--- src/rtl/mem_port_arbiter_pkg.sv ---
// Shared types and constants for the two-master memory port arbiter.
// Imported by the arbiter top and its round-robin picker.
package mem_port_arbiter_pkg;

    typedef enum logic [1:0] {
        IDLE   = 2'd0,
        ACCESS = 2'd1,
        RESP   = 2'd2
    } state_t;

    localparam logic RW_READ  = 1'b1;
    localparam logic RW_WRITE = 1'b0;

    localparam logic M0 = 1'b0;
    localparam logic M1 = 1'b1;

    localparam int CNT_W = 4;

endpackage

--- src/rtl/mem_port_arbiter_rr_arbiter2.sv ---
// Two-way round-robin pick: a tie goes to the master that did not win last.
// Purely combinational; the owner pointer lives in the arbiter top.
module rr_arbiter2
    import mem_port_arbiter_pkg::*;
(
    input  logic req0,
    input  logic req1,
    input  logic last_grant,
    output logic grant,
    output logic valid
);

    always_comb begin
        grant = M0;
        valid = req0 | req1;
        unique case (1'b1)
            (req0 & req1):  grant = ~last_grant;
            (req0 & ~req1): grant = M0;
            (~req0 & req1): grant = M1;
            default:        grant = M0;
        endcase
    end

endmodule

--- src/rtl/mem_port_arbiter.sv ---
// Shares one memory port between two masters with round-robin arbitration
// and a fixed number of access cycles per transaction.
module mem_port_arbiter
    import mem_port_arbiter_pkg::*;
#(
    parameter int DATA_W      = 32,
    parameter int WAIT_CYCLES = 1
) (
    input  logic              clock,
    input  logic              reset,

    input  logic              m0_req,
    input  logic              m0_rw,
    input  logic [DATA_W-1:0] m0_addr,
    input  logic [DATA_W-1:0] m0_wdata,
    output logic              m0_gnt,
    output logic              m0_ack,
    output logic [DATA_W-1:0] m0_rdata,

    input  logic              m1_req,
    input  logic              m1_rw,
    input  logic [DATA_W-1:0] m1_addr,
    input  logic [DATA_W-1:0] m1_wdata,
    output logic              m1_gnt,
    output logic              m1_ack,
    output logic [DATA_W-1:0] m1_rdata,

    output logic [DATA_W-1:0] mem_address,
    output logic [DATA_W-1:0] mem_datao,
    output logic              mem_rw,
    input  logic [DATA_W-1:0] mem_data,

    output logic              busy
);

    localparam logic [CNT_W-1:0] CNT_LOAD = CNT_W'(WAIT_CYCLES - 1);

    state_t             state;
    logic [CNT_W-1:0]   cnt;
    logic               owner;
    logic               last_grant;
    logic               lat_rw;
    logic [DATA_W-1:0]  lat_addr;
    logic [DATA_W-1:0]  lat_wdata;

    logic               pick;
    logic               pick_valid;
    logic               in_access;

    rr_arbiter2 u_rr (
        .req0       (m0_req),
        .req1       (m1_req),
        .last_grant (last_grant),
        .grant      (pick),
        .valid      (pick_valid)
    );

    // Memory only ever sees the latched request, and idles as a read of 0.
    assign in_access   = (state == ACCESS);
    assign mem_address = in_access ? lat_addr  : '0;
    assign mem_datao   = in_access ? lat_wdata : '0;
    assign mem_rw      = in_access ? lat_rw    : RW_READ;

    always_ff @(posedge clock) begin
        if (reset) begin
            state      <= IDLE;
            cnt        <= '0;
            owner      <= M0;
            last_grant <= M1;
            lat_rw     <= RW_WRITE;
            lat_addr   <= '0;
            lat_wdata  <= '0;
            m0_rdata   <= '0;
            m1_rdata   <= '0;
            m0_gnt     <= 1'b0;
            m1_gnt     <= 1'b0;
            m0_ack     <= 1'b0;
            m1_ack     <= 1'b0;
            busy       <= 1'b0;
        end else begin
            m0_ack <= 1'b0;
            m1_ack <= 1'b0;
            unique case (state)
                IDLE: begin
                    if (pick_valid) begin
                        state      <= ACCESS;
                        cnt        <= CNT_LOAD;
                        owner      <= pick;
                        last_grant <= pick;
                        lat_rw     <= (pick == M1) ? m1_rw    : m0_rw;
                        lat_addr   <= (pick == M1) ? m1_addr  : m0_addr;
                        lat_wdata  <= (pick == M1) ? m1_wdata : m0_wdata;
                        m0_gnt     <= (pick == M0);
                        m1_gnt     <= (pick == M1);
                        busy       <= 1'b1;
                    end
                end
                ACCESS: begin
                    if (cnt == '0) begin
                        state <= RESP;
                        if (lat_rw == RW_READ) begin
                            if (owner == M1) begin
                                m1_rdata <= mem_data;
                            end else begin
                                m0_rdata <= mem_data;
                            end
                        end
                        m0_ack <= (owner == M0);
                        m1_ack <= (owner == M1);
                    end else begin
                        cnt <= cnt - 1'b1;
                    end
                end
                RESP: begin
                    state  <= IDLE;
                    m0_gnt <= 1'b0;
                    m1_gnt <= 1'b0;
                    busy   <= 1'b0;
                end
                default: begin
                    state <= IDLE;
                end
            endcase
        end
    end

endmodule

--- config.mk ---
export PLATFORM = sky130hd
export DESIGN_NAME = mem_port_arbiter
export DESIGN_NICKNAME = d
export VERILOG_FILES = /design/src/rtl/mem_port_arbiter_pkg.sv /design/src/rtl/mem_port_arbiter_rr_arbiter2.sv /design/src/rtl/mem_port_arbiter.sv
export SDC_FILE = /design/constraint.sdc
export NUM_CORES = 1
export LEC_CHECK = 0
export CORE_MARGIN = 5
export CORE_UTILIZATION = 36
export DETAILED_ROUTE_END_ITERATION = 8
export PLACE_DENSITY_LB_ADDON = 0.2
export SYNTH_ARGS = -nofsm -noshare
export SYNTH_HDL_FRONTEND = slang
export SYNTH_SLANG_ARGS = --single-unit
--- constraint.sdc ---
create_clock -name clock -period 2.35 [get_ports clock]
set_input_delay 0.235 -clock clock [delete_from_list [all_inputs] [get_ports clock]]
set_output_delay 0.235 -clock clock [all_outputs]
set_load 0.03 [all_outputs]
==> results.cfg <==
[status]
status = completed

[setup_path]
slowest_delay_ns = 0.49
cp_top_family = buffers and inverters
crit_buf_inv = 2
path_max_fanout = 51
cp.arrival_ns = 1.92
path_common_cell = buf_4
critPathCaptureType = output pin
crit_required_ns = 2.12
cpMaxStageDelayCell = dfxtp_2
critPathKind = flip-flop to output pin
start_kind = flip-flop
path_cells = nor2b_4, buf_4, and2_1, buf_4

[timing]
slew_headroom_pct = 58.3
maxSlewViolCount = 0
min_period_over_period_pct = 91.5
clock.fmax_mhz = 465
fin_setup_tns_ns = 0
skew_ns = 0.0152
hold_viol = 0
grt_setup_unrepaired = no
worstMarginPinSlew_ns = 0.626
min_period_ns = 2.15
timing.hold.ws_ns = 0.227
setup_viol = 0

[synthesis]
synth-simple-area-share_pct = 25.4
synthXorXnorAreaFrac_pct = 0
muxShareOfSynthArea_pct = 0
synth-compound-area-share_pct = 22.9
syn_inst = 778
yosysSeqAreaShare_pct = 44.0
synthAdderAreaFrac_pct = 0.194
synthTopCellsByArea = dfxtp_1, nand3_1, o21ai_1, and2_1, a21oi_1
synth.top_cell.area_share_pct = 44.0
synth_nets = 945
ys.warnings.count = 0
synth_seq_cells = 142
syn_area_um2 = 6460
synth_cell_types = 42
synth.avg_cell_area_um2 = 8.30
synth_top_family_by_area = simple AND/OR/NAND/NOR gates
synth_largest_area_cell = dfxtp_1

[route]
drt_iter0_markers = 358
dr.pass1.iters = 4
wl_per_cell_um = 18.7
wl_um = 23500
vias = 6889
drtAntennaViolNets = 0
route.detailed.drc = 0
via_per_inst = 5.48

[cts]
htree_levels = 4
cts_made_buffers = 17
clkTransAtPathRegs_ns = 0.06
cts_buffer_depth = 2
root_buffer = clkbuf_16
clock_latency_ns = 0.43
ctsHoldBuffers = 0
cts_sinks = 142
tritoncts = built

[floorplan]
ios = 300
die-height_um = 144
core_um2 = 17800
die_area_um2 = 20700
die_w_um = 144
fp-row-count = 49
initial_core_util_pct = 36.2

[pwr]
power.leakage_nw = 3.55
ir_worst_vdd_mv = 0.495
finalPower_mw = 6.44
powerDensity_nw_per_um2 = 650

[flow_run]
maxCapViolCount = 0

[place]
placed_cells_incl_taps = 1227
place_congestion = 0.807
dpl.hpwl_um = 15500
dpl-instance-area_um2 = 9350
port_buffers = 299

[finish]
layout-drive-gt1-share_pct = 12.2
layout.nets = 1184
n_antenna_cell = 0
postLayoutCellArea_um2 = 9920
fillers = 1707
area_delta_synth_final_pct = 53.6
final_cells = 1258

[global_routing]
grt_pass1_vias = 6634
grt_pass1_wl_um = 36300
globalRoute.totalOverflow = 0
grt_max_degree = 68
antenna_found_initial = 0
grtUsageTotal_pct = 22.0

[min_path]
hp-class = primary input to flip-flop
[kinds of logic (layout without fill, tap and decap cells)]
| kind of cell | after synthesis | after routing |
|---|---|---|
| adders and majority gates | 1 | 1 |
| AOI/OAI and AO/OA | 261 | 261 |
| DFF | 142 | 142 |
| buffers and inverters | 102 | 353 |
| and+or+nand+nor | 272 | 272 |
[cell type report]
| cell class | instances | area [um2] | share of cell area [%] |
|---|---|---|---|
| Timing Repair Buffer | 317 | 3040 | 30.6 |
| Sequential cell | 142 | 2840 | 28.7 |
| Clock buffer | 21 | 460 | 4.64 |
| Multi-Input combinational cell | 534 | 3160 | 31.9 |
| Inverter | 5 | 18.8 | 0.189 |
| Tap cell | 229 | 287 | 2.89 |
| Clock inverter | 10 | 114 | 1.15 |
[worst register-to-register path, stage by stage (launching register included)]
cell     delay, ns
dfxtp_1       0.61
or2_2         0.55
buf_4         0.31
o21ai_1       0.09
a31oi_1       0.18
[power by group]
group | internal, mW | total (mW) | switching [mW] | leakage (nW)
Clock | 1.61 | 2.66 | 1.05 | 0.283
Combinational | 0.536 | 1.14 | 0.606 | 2.11
Sequential | 2.55 | 2.64 | 0.0889 | 1.16
[cell usage after synthesis (all sizes together)]
cell type	instances
dfxtp	142
o21ai	118
nand3	115
a21oi	72
and2	65
clkbuf	51
nand4	49
a31oi	48
buf	46
and4	17
a221o	16
inv	5
nand2	4
nand2b	3
a21boi	2
nand4b	2
nor2	2
nor3	2
nor3b	2
o221ai	2
or2	2
or3	2
a211oi	1
and4b	1
and4bb	1
ha	1
nand4bb	1
nor2b	1
nor4	1
o211ai	1
o311ai	1
or3b	1
or4	1
[per-layer routing]
layer | routed length [um] | up-vias | GRT usage [%]
met5 | 0 | - | 0
met4 | 592 | 0 | 8.13
met3 | 2080 | 39 | 7.25
met2 | 11600 | 268 | 36.1
met1 | 9290 | 3218 | 27.0
li1 | - | 3364 | -
[what timing repair did]
action | 4_1_cts | 5_1_grt
resized for setup | 1 | 0
setup buffers | 0 | 0
endpoints found under the setup margin | 20 | 0
endpoints found under the hold margin | 0 | 0
[path summary, 6_finish.rpt]
check	startpoint	to	slack, ns	depth (start not counted)
min	reset	m1_rdata[20]	0.23	2
min reg2reg	m1_rdata[26]	m1_rdata[26]	0.47	2
max reg2reg	state[1]	lat_wdata[23]	0.53	4
max	state[0]	mem_address[31]	0.20	4
[state kept, by name (all words and copies together), names as in the netlist, 2 cells and up]
name,count
lat_addr,32
lat_wdata,32
m0_rdata,32
m1_rdata,32
cnt,4
state,2
[layout by cell type (no fill, tap or decap), types with 6 or more instances in the layout]
cell type        count
dfxtp_1            141
o21ai_1             82
a21oi_1             71
a31oi_1             48
nand3_1            115
o21ai_0             36
clkbuf_16           17
a221o_1             16
and2_1              65
buf_4               77
and4_1              17
clkdlybuf4s50_1    233
buf_12               6
nand4_1             49
[metrics by stage]
step | worst slack, ns | util [%]
finish | 0.199 | 55.6
detailed placement | 0.394 | 52.4
CTS | 0.156 | 55.6
global route | 0.0824 | 55.6
global placement | 0.457 | 52.4
floorplan | 0.748 | -
Power figures use the tool's default switching activity.
